## src/rtl/gb_lcd_capture.sv

```systemverilog
// Game Boy LCD bus capture engine: synchronises the GB LCD bus into pixel_clk, packs pixels
// into RAM words and writes whole frames into alternating display banks.
module gb_lcd_capture #(
  parameter int unsigned SRC_W       = 160,
  parameter int unsigned SRC_H       = 144,
  parameter int unsigned BPP         = 2,
  parameter int unsigned WORD_PIX    = 4,
  parameter int unsigned ADDR_W      = 14,
  parameter int unsigned SYNC_STAGES = 2,
  parameter bit          INVERT      = 1'b1,
  parameter bit          DOUBLE_BUF  = 1'b1
) (
  input  logic                    pixel_clk,
  input  logic                    rst,
  input  logic                    enable,
  input  logic                    GB_PClk,
  input  logic                    GB_HSync,
  input  logic                    GB_VSync,
  input  logic [BPP-1:0]          GB_Data,
  output logic                    wr_en,
  output logic [ADDR_W-1:0]       wr_addr,
  output logic [BPP*WORD_PIX-1:0] wr_data,
  output logic                    disp_bank,
  output logic [7:0]              line_cnt,
  output logic                    frame_done,
  output logic                    err_line,
  output logic                    err_frame,
  input  logic                    err_clr
);

  localparam int unsigned DW          = BPP * WORD_PIX;
  localparam int unsigned WPL         = SRC_W / WORD_PIX;
  localparam int unsigned FRAME_WORDS = SRC_H * WPL;
  localparam int unsigned PIX_W       = $clog2(SRC_W + 1);
  localparam int unsigned SUB_W       = (WORD_PIX > 1) ? $clog2(WORD_PIX) : 1;
  localparam int unsigned WIDX_W      = $clog2(WPL + 1);
  localparam logic [7:0]  LastLine    = 8'(SRC_H - 1);

  typedef enum logic [1:0] {StIdle, StLine, StWaitH, StDone} state_e;

  logic [SYNC_STAGES-1:0]          pclk_sync_q, hs_sync_q, vs_sync_q;
  logic [SYNC_STAGES-1:0][BPP-1:0] data_sync_q;
  logic                            pclk_prev_q;

  state_e            state_q, state_d;
  logic [7:0]        line_q, line_d, cap_line;
  logic [PIX_W-1:0]  pix_q, pix_d, pix_base;
  logic [SUB_W-1:0]  sub_q, sub_d, sub_base;
  logic [WIDX_W-1:0] widx_q, widx_d, widx_base;
  logic [DW-1:0]     shift_q, shift_d;
  logic              over_q, over_d;
  logic              bank_q, bank_d;
  logic              disp_q, disp_d;
  logic              push_q, push_d;
  logic [ADDR_W-1:0] push_addr_q, push_addr_d;
  logic              done_q, done_d;
  logic              err_line_q, err_line_d, err_frame_q, err_frame_d;
  logic              wr_en_q;
  logic [ADDR_W-1:0] wr_addr_q;
  logic [DW-1:0]     wr_data_q;

  logic           fall, hs, vs, cap, cap_restart, set_line, set_frame;
  logic [BPP-1:0] pix_val;

  // HSync/VSync/Data are taken from the same stage as the current PClk sample.
  assign fall    = pclk_prev_q & ~pclk_sync_q[SYNC_STAGES-1];
  assign hs      = hs_sync_q[SYNC_STAGES-1];
  assign vs      = vs_sync_q[SYNC_STAGES-1];
  assign pix_val = INVERT ? ~data_sync_q[SYNC_STAGES-1] : data_sync_q[SYNC_STAGES-1];

  // Input synchronisers plus one extra PClk flop for falling-edge detection.
  always_ff @(posedge pixel_clk or posedge rst) begin
    if (rst) begin
      pclk_sync_q <= '0;
      hs_sync_q   <= '0;
      vs_sync_q   <= '0;
      data_sync_q <= '0;
      pclk_prev_q <= 1'b0;
    end else begin
      pclk_sync_q    <= {pclk_sync_q[SYNC_STAGES-2:0], GB_PClk};
      hs_sync_q      <= {hs_sync_q[SYNC_STAGES-2:0], GB_HSync};
      vs_sync_q      <= {vs_sync_q[SYNC_STAGES-2:0], GB_VSync};
      data_sync_q[0] <= GB_Data;
      for (int i = 1; i < SYNC_STAGES; i++) data_sync_q[i] <= data_sync_q[i-1];
      pclk_prev_q    <= pclk_sync_q[SYNC_STAGES-1];
    end
  end

  // Next-state: frame/line sequencing, error detection and pixel packing.
  always_comb begin
    state_d     = state_q;
    line_d      = line_q;
    pix_d       = pix_q;
    sub_d       = sub_q;
    widx_d      = widx_q;
    shift_d     = shift_q;
    over_d      = over_q;
    bank_d      = bank_q;
    disp_d      = disp_q;
    push_d      = 1'b0;
    push_addr_d = push_addr_q;
    done_d      = 1'b0;
    set_line    = 1'b0;
    set_frame   = 1'b0;
    cap         = 1'b0;
    cap_restart = 1'b0;
    cap_line    = line_q;
    pix_base    = pix_q;
    sub_base    = sub_q;
    widx_base   = widx_q;

    unique case (state_q)
      StIdle: begin
        if (fall && hs && vs && enable) begin
          cap         = 1'b1;
          cap_restart = 1'b1;
          cap_line    = '0;
        end
      end
      StLine, StWaitH: begin
        if (fall) begin
          if (hs && vs) begin
            // Frame start wins over line rules; an early one aborts the current frame.
            if (line_q < LastLine) set_frame = 1'b1;
            else                   set_line  = 1'b1;
            if (enable) begin
              cap         = 1'b1;
              cap_restart = 1'b1;
              cap_line    = '0;
            end else begin
              state_d = StIdle;
            end
          end else if (hs) begin
            cap         = 1'b1;
            cap_restart = 1'b1;
            if (state_q == StLine) set_line = 1'b1;      // short line: redo same line
            else                   cap_line = line_q + 8'd1;
          end else if (state_q == StLine) begin
            cap = 1'b1;
          end else if (!over_q) begin
            set_line = 1'b1;
            over_d   = 1'b1;
          end
        end
      end
      StDone: begin
        done_d  = 1'b1;
        disp_d  = bank_q;
        bank_d  = DOUBLE_BUF ? ~bank_q : 1'b0;
        state_d = StIdle;
      end
      default: state_d = StIdle;
    endcase

    if (cap) begin
      if (cap_restart) begin
        pix_base  = '0;
        sub_base  = '0;
        widx_base = '0;
      end
      line_d  = cap_line;
      over_d  = 1'b0;
      shift_d = (shift_q << BPP) | DW'(pix_val);
      pix_d   = pix_base + 1'b1;
      if (sub_base == SUB_W'(WORD_PIX - 1)) begin
        sub_d       = '0;
        widx_d      = widx_base + 1'b1;
        push_d      = 1'b1;
        push_addr_d = (bank_q ? ADDR_W'(FRAME_WORDS) : '0) + ADDR_W'(cap_line) * ADDR_W'(WPL)
                      + ADDR_W'(widx_base);
      end else begin
        sub_d  = sub_base + 1'b1;
        widx_d = widx_base;
      end
      if (pix_d == PIX_W'(SRC_W)) state_d = (cap_line == LastLine) ? StDone : StWaitH;
      else                        state_d = StLine;
    end

    err_line_d  = err_clr ? 1'b0 : (err_line_q | set_line);
    err_frame_d = err_clr ? 1'b0 : (err_frame_q | set_frame);
  end

  // State registers; the write port is registered one cycle after the word completes.
  always_ff @(posedge pixel_clk or posedge rst) begin
    if (rst) begin
      state_q     <= StIdle;
      line_q      <= '0;
      pix_q       <= '0;
      sub_q       <= '0;
      widx_q      <= '0;
      shift_q     <= '0;
      over_q      <= 1'b0;
      bank_q      <= 1'b0;
      disp_q      <= 1'b0;
      push_q      <= 1'b0;
      push_addr_q <= '0;
      done_q      <= 1'b0;
      err_line_q  <= 1'b0;
      err_frame_q <= 1'b0;
      wr_en_q     <= 1'b0;
      wr_addr_q   <= '0;
      wr_data_q   <= '0;
    end else begin
      state_q     <= state_d;
      line_q      <= line_d;
      pix_q       <= pix_d;
      sub_q       <= sub_d;
      widx_q      <= widx_d;
      shift_q     <= shift_d;
      over_q      <= over_d;
      bank_q      <= bank_d;
      disp_q      <= disp_d;
      push_q      <= push_d;
      push_addr_q <= push_addr_d;
      done_q      <= done_d;
      err_line_q  <= err_line_d;
      err_frame_q <= err_frame_d;
      wr_en_q     <= push_q;
      if (push_q) begin
        wr_addr_q <= push_addr_q;
        wr_data_q <= shift_q;
      end
    end
  end

  assign wr_en      = wr_en_q;
  assign wr_addr    = wr_addr_q;
  assign wr_data    = wr_data_q;
  assign disp_bank  = disp_q;
  assign line_cnt   = line_q;
  assign frame_done = done_q;
  assign err_line   = err_line_q;
  assign err_frame  = err_frame_q;

endmodule

```

## config.mk

```make
export PLATFORM = sky130hd
export DESIGN_NAME = gb_lcd_capture
export DESIGN_NICKNAME = d
export VERILOG_FILES = /design/src/rtl/gb_lcd_capture.sv
export SDC_FILE = /design/constraint.sdc
export NUM_CORES = 1
export LEC_CHECK = 0
export BUFFER_PORTS_ARGS = -buffer_cell sky130_fd_sc_hd__buf_2
export CORE_ASPECT_RATIO = 1.75
export CORE_MARGIN = 10
export CORE_UTILIZATION = 55
export CTS_CLUSTER_DIAMETER = 80
export CTS_CLUSTER_SIZE = 12
export DETAILED_ROUTE_END_ITERATION = 8
export HOLD_SLACK_MARGIN = 0.15
export MAX_ROUTING_LAYER = met4
export PLACE_DENSITY = 0.77
export SYNTH_ARGS = -nofsm -noshare
export SYNTH_HDL_FRONTEND = slang
export SYNTH_SLANG_ARGS = --single-unit
```

## constraint.sdc

```tcl
create_clock -name pixel_clk -period 5.45 [get_ports pixel_clk]
set_input_delay 0.545 -clock pixel_clk [delete_from_list [all_inputs] [get_ports pixel_clk]]
set_output_delay 0.545 -clock pixel_clk [all_outputs]
set_load 0.01 [all_outputs]
```

== Yosys cells after proc, flatten, opt, wreduce, memory -nomap -nowiden ==
Index checks and enable logic that the tools add are counted.
Word-level totals
  flip-flop bits (word level): 89
  bits of input ports: 9
  output and inout port bits: 35
  word-level logic and storage cells: 118
Cells by class
  equality and inequality tests: 12
  $mul: 1
  bitwise gates (word level): 7
  $lt $le $gt $ge: 1
  $add $sub $neg: 6
  reductions and logical operators: 12
  muxes and demuxes: 56
Operator list (number)
  8-bit 2-to-1 mux: 8
  1-bit 2-to-1 mux: 32
  6-bit 2-to-1 mux: 3
  8-bit by 1-bit adder with 8-bit output, second input constant: 2
  8-bit == test, second input constant: 2
  2-bit 2-to-1 mux: 8
  8-bit one-hot mux with 2 select lines: 1
  13-bit by 14-bit adder with 14-bit output: 1
  14-bit by 6-bit adder with 14-bit output: 1
  13-bit 2-to-1 mux: 1
  8-bit by 3-bit multiplier with 11-bit output, second input constant: 1
  3-bit != test, second input constant: 3
  8-bit < comparator, second input constant: 1
  8-bit by 2-bit OR with 8-bit output: 1
  6-bit by 1-bit adder with 6-bit output, second input constant: 1
  2-bit == test, second input constant: 3
  5-bit AND reduction: 1
  1-bit logical AND: 4
  2-bit != test, second input constant: 2
  1-bit one-hot mux with 2 select lines: 2
  2-bit one-hot mux with 2 select lines: 1
  4-bit AND reduction: 1
  2-bit nonzero test: 2
  3-bit nonzero test: 1
  other kinds (10): 12

== Depth between registers and ports, before layout ==
  depth in word-level cells: 13
  depth in mapped cells: 19
  mapped depth without buffers: 18

== Worst setup path before layout ==
OpenSTA, ideal clock, no wires.
  path kind: reg-to-reg
  start: reg state_q[0]
  end: reg push_addr_q[13]
  period minus slack after synthesis: 4.441 ns
  stages on the path, launching flop included: 19
  data required time: 5.324 ns
  path slack: 1.009 ns
  library setup time: 0.126 ns
  path buffers: 0
  arrival: 4.315 ns
  cells stage by stage: dfrtp_1 inv_1 ha_1 or2b_1 nor2_1 a31oi_1 a211oi_1 ha_1 ha_1 fa_1 a21o_1 a21oi_1 xnor2_1 ha_1 a21oi_1 o21ai_0 a31oi_1 nor2_1 a221o_1
On the way
  word-level cells in the longest chain between the ends: 9
  elaborated cells on any way between the ends: 24
  classes of those cells: add/sub: 2; mul: 1; eq/ne: 3; mux: 15; reduce/logical: 3
RTL lines
  start, declared: line 45  | state_e state_q, state_d;
  start signal, assigned: line 186  | state_q <= StIdle;
  start signal, assigned: line 204  | state_q <= state_d;
  2-bit by 1-bit == test with 1-bit output: line 112, 136
  8-bit 2-to-1 mux: line 136  | if (state_q == StLine) set_line = 1'b1;
  8-bit 2-to-1 mux: line 133  | end else if (hs) begin
  8-bit 2-to-1 mux: line 122  | if (hs && vs) begin
  8-bit 2-to-1 mux: line 121  | if (fall) begin
  8-bit one-hot mux with 2 select lines (*): line 112  | unique case (state_q)
  named net cap_line[1]: line 46  | logic [7:0] line_q, line_d, cap_line;
  8-bit by 3-bit multiplier with 11-bit output (*): line 169  | push_addr_d = (bank_q ? ADDR_W'(FRAME_WORDS) : '0) + ADDR_W'(cap_line) * ADDR_W'(WPL)
  13-bit by 14-bit adder with 14-bit output (*): line 169
  14-bit by 6-bit adder with 14-bit output (*): line 170  | + ADDR_W'(widx_base);
  end signal, assigned: line 214  | push_addr_q <= push_addr_d;
  end, declared: line 55  | logic [ADDR_W-1:0] push_addr_q, push_addr_d;
Mark *: on every way through the listed nets, which the timed path passes. The rest lies on a longest branch. The select of a mux whose other input is x is not followed.
A chain may end at the register's enable or synchronous reset.

== Worst setup path after layout ==
Ends and elaborated chain as after synthesis.

==> flow_metrics.env <==
export IMPL_required_ns=5.68
export IMPL_yosys_top_cells_count="89 x dfrtp_1, 75 x nand2_1, 36 x o21ai_0"
export IMPL_track_usage_pct=16.3
export IMPL_slew_headroom_pct=41.6
export IMPL_hold_path_class="primary input to asynchronous set/reset pin"
export IMPL_cts_sinks=89
export IMPL_yosys_area_top_type="dfrtp_1"
export IMPL_synth_edf_count=0
export IMPL_cts_made_buffers=9
export IMPL_critPathMaxStageDelay_ns=0.50
export IMPL_worstPathArrival_ns=5.12
export IMPL_yosys_area_share_simple_pct=16.5
export IMPL_fin_util_pct=63.8
export IMPL_fin_nets=535
export IMPL_crit_type="register to register"
export IMPL_power_total_w=0.00194
export IMPL_cp_max_fo=14
export IMPL_fill_cells=670
export IMPL_syn2layout_area_growth_pct=12.9
export IMPL_synthMostInstantiatedCell="dfrtp_1"
export IMPL_die_x_um=89.8
export IMPL_fin_crit_ns=4.89
export IMPL_whs_ns=0.173
export IMPL_grt_first_pass_wirelength_um=16500
export IMPL_h_tree_depth=3
export IMPL_hold_viol=0
export IMPL_clock_latency_ns=0.35
export IMPL_wl_um=9930
export IMPL_fp_coreArea_um2=8310
export IMPL_grt_antenna_before_repair=0
export IMPL_cts_root_buf="clkbuf_16"
export IMPL_final_layout_size_suffix_gt1_share_pct=20.9
export IMPL_stdcell_area_um2=5300
export IMPL_synthAdderAreaFrac_pct=7.78
export IMPL_post_cts_setup_buffers=0
export IMPL_synth_cell_area_um2=4690
export IMPL_die_height_um=142
export IMPL_min_period_over_period_pct=89.8
export IMPL_final_max_slew_viol_count=0
export IMPL_row_count=44
export IMPL_remaining_drc_errors=0
export IMPL_synth_cells=455
export IMPL_synth_seq_cells=89
export IMPL_ctsResizeCount=0
export IMPL_yosys_warnings=0
export IMPL_synth_cell_types=64
export IMPL_path_common_cell="ha_1"
export IMPL_slowest_stage="o22ai_1"
export IMPL_syn_nets=492
export IMPL_power_leakage_nw=2.68
export IMPL_rsz0062_at_grt="no"
export IMPL_yosysSeqAreaShare_pct=47.4
export IMPL_max_freq_mhz=204
export IMPL_grt_overflow_total=0
export IMPL_io_buffers=43
export IMPL_via_per_inst=5.66
export IMPL_powerDensity_nw_per_um2=365
export IMPL_avgRoutedWirePerCell_um=16.1
export IMPL_dr_max_layer_used="met4"
export IMPL_first_pass_iters=5
export IMPL_met3_length_um=360
export IMPL_cts_buffer_depth=2
export IMPL_ys_flop_type="dfrtp_1"
export IMPL_tightest_slew_ns=0.876
export IMPL_gp_congestion=0.882
export IMPL_met1Wirelength_um=4170
export IMPL_synth_top_cells_by_area="dfrtp_1 47%, ha_1 6.9%, mux2_2 6.5%"
export IMPL_status="finished clean"
export IMPL_synthMuxAreaShare_pct=6.90
export IMPL_synth_avg_cell_area_um2=10.3
export IMPL_vias=3495
export IMPL_cts_tree="built"
export IMPL_clock_skew_ns=0.00758
export IMPL_cap_viol_max_count=0
export IMPL_hold_buffers=0
export IMPL_start_util_pct=56.5
export IMPL_dp_hpwl_um=7340
export IMPL_fin_tns_setup_ns=0
export IMPL_grt_pass1_vias=3448
export IMPL_grt_max_degree=66
export IMPL_n_antenna_cell=0
export IMPL_synth_compound_area_share_pct=15.0
export IMPL_synth_top_area_share_pct=47.4
export IMPL_setup_viol=0
export IMPL_drtAntennaViolNets=0
export IMPL_place_area_um2=5000
export IMPL_end_kind="register"
export IMPL_io_pins=44
export IMPL_startpoint_type="register"
export IMPL_synthArstFlopShare_pct=100
export IMPL_die_area_um2=12800
export IMPL_worstPathCellList="ha_1, nand4b_1, o22ai_1, o21ai_1, a21oi_2, inv_1, ha_1, fa_1, a21o_1, a21oi_1, xnor2_1, ha_1, a21oi_1, o21ai_0, a31oi_1, nor2_1, a221o_1"
export IMPL_vdd_drop_max_v=0.000187
export IMPL_synth_xor_area_share_pct=3.36
export IMPL_cts_clk_slew_worst_paths_ns=0.07
export IMPL_wl_met2_um=5220
export IMPL_first_iter_violations=135
export IMPL_synth_top_family_by_area="simple AND/OR/NAND/NOR gates"
layout make-up:
class / count / area, um^2 / share of cell area (%)
multi-input cells: 338 / 2330 / 43.9
inverters: 12 / 48.8 / 0.920
clock inverters: 6 / 72.6 / 1.37
repair buffers: 48 / 253 / 4.77
well taps: 115 / 144 / 2.71
flip-flops and latches: 89 / 2230 / 42.0
clock buffers: 10 / 229 / 4.32
sequential cells by signal (all words and copies together), names as in the netlist, 4 cells and up:
name and count:
wr_addr 14, data_sync_q 4, pix_q 8, widx_q 6, shift_q 8, wr_data 8, line_cnt 8, push_addr_q 14
stage by stage:
stage / worst slack, ns / cells
2_1_floorplan: 1.01 / 455
3_3_place_gp: 0.837 / 602
3_5_place_dp: 0.672 / 602
4_1_cts: 0.598 / 618
5_1_grt: 0.252 / 618
6_report: 0.558 / 618
final timing paths:
path / cells past startpoint / to / slack (ns) / from
min in group pixel_clk: 1 / data_sync_q[1]$_DFF_PP0_ / 0.30 / GB_Data[1]
max reg2reg: 17 / push_addr_q[13]$_DFFE_PP0P_ / 0.56 / state_q[0]$_DFFE_PP0P_
min: 2 / pix_q[3]$_DFFE_PP0P_ / 0.17 / rst
min reg2reg: 0 / data_sync_q[2]$_DFF_PP0_ / 0.35 / data_sync_q[0]$_DFF_PP0_
max: 17 / push_addr_q[13]$_DFFE_PP0P_ / 0.56 / state_q[0]$_DFFE_PP0P_
max in group asynchronous: 3 / push_addr_q[8]$_DFFE_PP0P_ / 4.17 / rst
report_power, final:
group	switching (W)	internal (W)	leakage (nW)	total, W
sequential	0.0000965	0.000783	1.17	0.000880
clock	0.000273	0.000363	0.150	0.000636
combinational	0.000241	0.000180	1.35	0.000421
cells by family after synthesis:
group                      after synthesis
adders and majority gates               28
DFF                                     89
xor gates and xnor gates                18
muxes                                   29
AOI/OAI and AO/OA                      105
and+or+nand+nor                        158
buffers and inverters                   28
metal layers:
metal	vias up	global-route usage (%)
li1	1718	-
met5	-	-
met1	1674	18.0
met4	0	6.50
met3	17	3.28
met2	86	28.1
cell usage in the layout, fill, tap and decap left out, types with 10 or more instances in the layout:
master,Yosys,final
o21ai_0,36,36
nor2_1,22,22
nand3_1,11,11
buf_2,6,43
ha_1,26,26
inv_1,11,10
dfrtp_1,89,89
nand2_1,75,75
mux2_2,27,27
a21oi_1,15,15
critical path: cells and delay by family (launching register included):
family / cells / cell delay, ns
compound gates: 9 / 2.21
fa+ha+maj: 4 / 1.49
buf+inv: 1 / 0.08
simple gates: 2 / 0.38
flops: 1 / 0.45
xor+xnor: 1 / 0.16
Note: power is estimated with default switching activity, not from simulation.
